$ cat src/rtl/ssr_pkg.sv
// ============================================================================
// Module      : ssr_pkg
// Description : Shared types and constants for the speech-recognition
//               sequencer: FSM state encoding, datapath widths, ADC midscale,
//               and a helper that returns a sample's distance from midscale.
// Revision    : 1.0 - initial release
// ============================================================================
`default_nettype none

package ssr_pkg;

    localparam int ADC_W   = 12;
    localparam int CLASS_W = 2;

    localparam logic [ADC_W-1:0] ADC_MIDSCALE = 12'd2048;

    typedef enum logic [2:0] {
        IDLE      = 3'd0,
        CAPTURE   = 3'd1,
        FEAT_WAIT = 3'd2,
        NN_START  = 3'd3,
        NN_WAIT   = 3'd4,
        ERROR     = 3'd5
    } ssr_state_t;

    // |sample - midscale|; the largest result (2048 for sample 0) still fits
    // in ADC_W bits.
    function automatic logic [ADC_W-1:0] abs_dev(input logic [ADC_W-1:0] s);
        return (s >= ADC_MIDSCALE) ? (s - ADC_MIDSCALE) : (ADC_MIDSCALE - s);
    endfunction

endpackage

`default_nettype wire

$ cat src/rtl/ssr_btn_sync.sv
// ============================================================================
// Module      : ssr_btn_sync
// Description : Two-flop synchronizer for an asynchronous push button,
//               followed by a rising-edge detector. pulse_o is high for one
//               clk cycle per press.
// Ports       : clk     - system clock
//               rst     - asynchronous active-low reset
//               btn_i   - raw button level (asynchronous to clk)
//               pulse_o - one-cycle start pulse on a synchronized rising edge
// Revision    : 1.0 - initial release
// ============================================================================
`default_nettype none

module ssr_btn_sync (
    input  logic clk,
    input  logic rst,
    input  logic btn_i,
    output logic pulse_o
);

    // [0],[1] form the synchronizer; [2] is the previous synchronized level.
    logic [2:0] sync_q;

    always_ff @(posedge clk or negedge rst) begin
        if (!rst) begin
            sync_q <= 3'b000;
        end else begin
            sync_q <= {sync_q[1:0], btn_i};
        end
    end

    assign pulse_o = sync_q[1] & ~sync_q[2];

endmodule

`default_nettype wire

$ cat src/rtl/ssr_sequencer.sv
// ============================================================================
// Module      : ssr_sequencer
// Description : Top-level controller of the speech-recognition datapath.
//               A button press captures a SAMPLE_COUNT window of ADC samples
//               and forwards it to the feature extractor, then launches the
//               classifier and latches its 2-bit class. The feature and
//               classifier wait states are guarded by a watchdog.
// Macro       : SSR_ENERGY_TRIGGER_EN - when defined, IDLE also starts a
//               capture on the first sample whose |adc_data-2048| exceeds
//               ENERGY_THRESH; that sample is forwarded as sample 0.
// Ports       : clk, rst (async active-low), but (raw button),
//               adc_valid/adc_data (ADC stream),
//               ap_valid/ap_sample/ap_last (to feature extractor),
//               ap_done (feature vector ready), nn_start (start inference),
//               nn_done/nn_value (classifier result), result/result_valid
//               (latched class + update pulse), busy (not IDLE),
//               error (sticky timeout flag).
// Notes       : SAMPLE_COUNT and TIMEOUT_CYCLES must both be >= 2.
// Revision    : 1.0 - initial release
// ============================================================================
`default_nettype none

module ssr_sequencer
    import ssr_pkg::*;
#(
    parameter int SAMPLE_COUNT   = 16000,
    parameter int TIMEOUT_CYCLES = 2000000,
    parameter int ENERGY_THRESH  = 200
) (
    input  logic               clk,
    input  logic               rst,
    input  logic               but,
    input  logic               adc_valid,
    input  logic [ADC_W-1:0]   adc_data,
    output logic               ap_valid,
    output logic [ADC_W-1:0]   ap_sample,
    output logic               ap_last,
    input  logic               ap_done,
    output logic               nn_start,
    input  logic               nn_done,
    input  logic [CLASS_W-1:0] nn_value,
    output logic [CLASS_W-1:0] result,
    output logic               result_valid,
    output logic               busy,
    output logic               error
);

    localparam int SCNT_W = $clog2(SAMPLE_COUNT);
    localparam int WD_W   = $clog2(TIMEOUT_CYCLES);

    localparam logic [SCNT_W-1:0] LAST_IDX = SCNT_W'(SAMPLE_COUNT - 1);
    localparam logic [WD_W-1:0]   WD_LAST  = WD_W'(TIMEOUT_CYCLES - 1);

`ifdef SSR_ENERGY_TRIGGER_EN
    localparam bit ENERGY_EN = 1'b1;
`else
    localparam bit ENERGY_EN = 1'b0;
`endif

    ssr_state_t         state_q;
    logic [SCNT_W-1:0]  scnt_q;
    logic [WD_W-1:0]    wd_q;
    logic               ap_valid_q;
    logic [ADC_W-1:0]   ap_sample_q;
    logic               ap_last_q;
    logic               nn_start_q;
    logic [CLASS_W-1:0] result_q;
    logic               result_valid_q;
    logic               error_q;

    logic btn_start_d;
    logic energy_hit_d;
    logic energy_start_d;
    logic start_d;

    ssr_btn_sync u_btn_sync (
        .clk     (clk),
        .rst     (rst),
        .btn_i   (but),
        .pulse_o (btn_start_d)
    );

    assign energy_hit_d   = 32'(abs_dev(adc_data)) > 32'(ENERGY_THRESH);
    assign energy_start_d = ENERGY_EN && adc_valid && energy_hit_d;
    // Button and energy trigger in the same cycle collapse into one start.
    assign start_d        = btn_start_d || energy_start_d;

    always_ff @(posedge clk or negedge rst) begin
        if (!rst) begin
            state_q        <= IDLE;
            scnt_q         <= '0;
            wd_q           <= '0;
            ap_valid_q     <= 1'b0;
            ap_sample_q    <= '0;
            ap_last_q      <= 1'b0;
            nn_start_q     <= 1'b0;
            result_q       <= '0;
            result_valid_q <= 1'b0;
            error_q        <= 1'b0;
        end else begin
            // Strobes are single-cycle unless re-asserted below.
            ap_valid_q     <= 1'b0;
            ap_last_q      <= 1'b0;
            nn_start_q     <= 1'b0;
            result_valid_q <= 1'b0;

            case (state_q)
                IDLE: begin
                    if (start_d) begin
                        state_q <= CAPTURE;
                        error_q <= 1'b0;
                        scnt_q  <= '0;
                        if (energy_start_d) begin
                            // The triggering sample is itself sample 0.
                            ap_valid_q  <= 1'b1;
                            ap_sample_q <= adc_data;
                            scnt_q      <= SCNT_W'(1);
                        end
                    end
                end

                CAPTURE: begin
                    if (adc_valid) begin
                        ap_valid_q  <= 1'b1;
                        ap_sample_q <= adc_data;
                        if (scnt_q == LAST_IDX) begin
                            ap_last_q <= 1'b1;
                            state_q   <= FEAT_WAIT;
                            wd_q      <= '0;
                        end else begin
                            scnt_q <= scnt_q + 1'b1;
                        end
                    end
                end

                FEAT_WAIT: begin
                    // Done is tested first so it wins a tie with expiry.
                    if (ap_done) begin
                        state_q    <= NN_START;
                        nn_start_q <= 1'b1;
                    end else if (wd_q == WD_LAST) begin
                        state_q <= ERROR;
                        error_q <= 1'b1;
                    end else begin
                        wd_q <= wd_q + 1'b1;
                    end
                end

                NN_START: begin
                    state_q <= NN_WAIT;
                    wd_q    <= '0;
                end

                NN_WAIT: begin
                    if (nn_done) begin
                        state_q        <= IDLE;
                        result_q       <= nn_value;
                        result_valid_q <= 1'b1;
                    end else if (wd_q == WD_LAST) begin
                        state_q <= ERROR;
                        error_q <= 1'b1;
                    end else begin
                        wd_q <= wd_q + 1'b1;
                    end
                end

                ERROR: begin
                    state_q <= IDLE;
                end

                default: begin
                    state_q <= IDLE;
                end
            endcase
        end
    end

    assign ap_valid     = ap_valid_q;
    assign ap_sample    = ap_sample_q;
    assign ap_last      = ap_last_q;
    assign nn_start     = nn_start_q;
    assign result       = result_q;
    assign result_valid = result_valid_q;
    assign error        = error_q;
    assign busy         = (state_q != IDLE);

endmodule

`default_nettype wire

$ cat config.mk
export PLATFORM = sky130hd
export DESIGN_NAME = ssr_sequencer
export DESIGN_NICKNAME = d
export VERILOG_FILES = /design/src/rtl/ssr_pkg.sv /design/src/rtl/ssr_btn_sync.sv /design/src/rtl/ssr_sequencer.sv
export SDC_FILE = /design/constraint.sdc
export NUM_CORES = 1
export LEC_CHECK = 0
export BUFFER_PORTS_ARGS = -buffer_cell sky130_fd_sc_hd__buf_2
export CELL_PAD_IN_SITES_DETAIL_PLACEMENT = 1
export CELL_PAD_IN_SITES_GLOBAL_PLACEMENT = 1
export CORE_ASPECT_RATIO = 0.9
export CORE_MARGIN = 4
export CORE_UTILIZATION = 45
export DETAILED_ROUTE_END_ITERATION = 6
export GPL_TIMING_DRIVEN = 0
export HOLD_SLACK_MARGIN = 0.02
export PLACE_DENSITY_LB_ADDON = 0.05
export SETUP_SLACK_MARGIN = 0.05
export SLEW_MARGIN = 20
export SYNTH_ARGS = -nofsm -noshare
export SYNTH_HDL_FRONTEND = slang
export SYNTH_SLANG_ARGS = --single-unit
$ cat constraint.sdc
create_clock -name clk -period 4.9 [get_ports clk]
set_input_delay 0.245 -clock clk [delete_from_list [all_inputs] [get_ports clk]]
set_output_delay 0.245 -clock clk [all_outputs]
set_load 0.05 [all_outputs]
==> results.md <==
- Via count: 2,731
- Post-synthesis async set-or-reset flop share: 1.00
- Switching Power: 0.934 mW
- Max-slew violations: 0
- Most frequent cells in the layout: dfrtp_1 (60), buf_2 (46), nand2_1 (26)
- Static Leak: 1.62 nW
- Avg Cell Area, Syn: 10.2 sq um
- Crit path launch type: flip-flop
- Crit-path max FO: 10
- Sequential share of power: 0.326
- Unrepaired setup endpoints after global routing: no
- Final Skew: 14.1 ps
- Final Cycle Share: 0.437
- Area of the multi-input gates: 0.00160 sq mm
- Status: finished, final reports clean
- FF-to-FF path depth: 7
- Die Width: 96.8 um
- Flop2flop setup slack: 2760 ps
- Number of instances in the placed design: 442
- Setup TNS: 0 ps
- Most common cell after layout, fill and taps aside: dfrtp_1
- Seq/Total Area, Yosys: 0.470
- Post-CTS Resized: 0
- Cell internal pwr: 1.09 mW
- DR iter-0 viols: 133
- R2r endpoint: wd_q[18]
- Power Total: 2.03 mW
- Layout cells sized above 1: 0.243
- Clock H-tree levels: 3
- Endpoints failing setup: 0
- Distinct cells, synth: 67
- Row count: 28
- Initial antenna violation count: 0
- Final non-filler cell total: 460
- TritonCTS Sinks: 60
- Sw frac: 0.461
- Final GP Congestion: 0.842
- Worst slack, placed: 2770 ps
- Post-synth EDFFs: 0
- Hold path endpoint: ap_sample[6]
- Die Y: 87.9 um
- Worst hold slack: 125 ps
- GRT overflow: 0
- Power Density: 544 mW/mm^2
- Die area: 0.00851 sq mm
- Logic pwr share: 0.449
- Max_slew headroom: 0.395
- Synth Register Bits: 60
- HP Start: adc_data[6]
- CTS tree: done
- DP Wirelength: 5.93 mm
- Critical Path RT: 5140 ps
- Slew @ Worst Pin: 908 ps
- Vias in the first global route: 2,839
- Clock network power share: 0.225
- Register area: 0.00150 sq mm
- Final worst slack: 2760 ps
- Max-Cap Viols: 0
- Clock Tree Root: clkbuf_8
- # DRC: 0
- Hold_buf cts: 2
- IO Count: 40
- Worst Setup Path Type: reg2reg
- Total core area: 0.00673 sq mm
- Final WL: 8.38 mm
- Area leader, netlist: dfrtp_1
- Vias per cell: 5.94
- DRT Pass-1 Iters: 4
- Primary FF master, synth: dfrtp_1
- Area delta synth->final: 16.6%
- Critical path capture point type: flip-flop
- Post-layout min period: 2140 ps
- Area after DPL: 0.00350 sq mm
- Post-layout util: 0.554
- Reg-to-Reg Start: scnt_q[0]
- Syn Nets: 335
- Yosys warning count: 0
- Per-cell routed wire length: 18.2 um
- Latest clock arrival within the worst-skew pair: 340 ps
- # diodes: 0
- IO buf count: 39
- Setup bufs post-CTS: 0
- VDD IR max: 250 uV
- Fin. Hold Viols: 0
- Post-synth top area share: 0.470
- Initial Utilization: 0.475
- Worst hold path depth: 2
- Final Cell Area: 0.00373 sq mm
- HP Class: in2reg
- Mapped Area: 0.00319 sq mm
- Clock Pin Slew Worst Setup and Hold Paths: 70 ps
- CTS Buf Count: 9
- Total track usage: 0.210
- Pin count of the biggest net entering global routing: 61
- Maximum clock insertion buffer count: 2
- ANT nets after route: 0
- Max frequency: 467 MHz
- Global-route wire length before repair: 14.4 mm
- Crit path arrival time: 2380 ps
- Filler cell count: 779
- Fin nets: 387
- Cells after synthesis: 313
- Synth area leaders: dfrtp_1 (47%), mux2_1 (3.2%), nand2_1 (3.1%), nand4_1 (2.9%), mux2_2 (2.8%)
## Yosys cell counts (4+ instances only)
cell type  number
dfrtp_1        60
mux2_1          9
a21oi_1        10
inv_1           4
mux2i_1         4
nor2_1         19
nor3b_1         5
nand4_1        15
o21ai_0        10
xnor2_1         6
nor3_1          8
a31oi_1         9
buf_2           8
mux2_2          8
o21ai_1        12
and2_1          5
nand3_1        17
nand2b_1        4
nand2_1        26
and3_1          7
## how the worst max path moves through the flow
stage / startpoint / to / slack (ps) / cells past startpoint
after floorplan: state_q[1] / error / 3100 / 5
after global placement: state_q[1] / wd_q[0] / 2780 / 6
after detailed placement: scnt_q[0] / wd_q[18] / 2770 / 7
after CTS: scnt_q[0] / wd_q[0] / 2730 / 7
after global routing: scnt_q[0] / wd_q[0] / 2590 / 7
final: scnt_q[0] / wd_q[18] / 2760 / 7
## worst max-delay path: stages (launching register included)
cell	delay (ps)
dfrtp_1	430
ha_1	270
and3_1	180
and4_4	200
o22ai_1	500
buf_4	310
nand2_1	80
o311ai_1	70
## state kept, by name, summed over array words and instances, names as in the netlist
signal,count
ap_sample,12
state_q,3
wd_q,21
ap_last,1
result,2
u_btn_sync.sync_q,3
ap_valid,1
scnt_q,14
nn_start,1
result_valid,1
error,1
## cells by family after synthesis
group,Yosys count,share of synthesized area
buffers and inverters,18,0.0290
muxes,22,0.0772
DFF,60,0.470
AOI/OAI and AO/OA,74,0.165
xor gates and xnor gates,9,0.0247
adders and majority gates,2,0.00783
and+or+nand+nor,128,0.226
## per-layer routing
layer / vias up / routed length [um] / GRT usage / part of all wire
met1: 1378 / 4170 / 0.285 / 0.50
met5: - / 0 / 0 / 0
li1: 1285 / - / - / -
met4: 0 / 114 / 0.0651 / 0.014
met2: 55 / 3810 / 0.345 / 0.46
met3: 13 / 278 / 0.0414 / 0.033
## cell type report
type / count / share of cell area
flip-flops and latches: 60 / 0.403
plain buffers: 14 / 0.0208
well taps: 90 / 0.0302
clock inverters: 6 / 0.0171
repair buffers: 41 / 0.0584
multi-input cells: 235 / 0.429
inverters: 4 / 0.00403
clock buffers: 10 / 0.0369
## power by group through the flow
| stage | clock network [mW] | registers [mW] | logic (mW) |
|---|---|---|---|
| 3_3_place_gp | 0 | 0.664 | 0.893 |
| 4_1_cts | 0.468 | 0.664 | 0.913 |
| 5_1_grt | 0.494 | 0.677 | 0.975 |
| 2_1_floorplan | 0 | 0.888 | 0.438 |
| 6_report | 0.456 | 0.662 | 0.909 |
| 3_5_place_dp | 0 | 0.673 | 0.907 |
(Power assumes the default switching activity.)
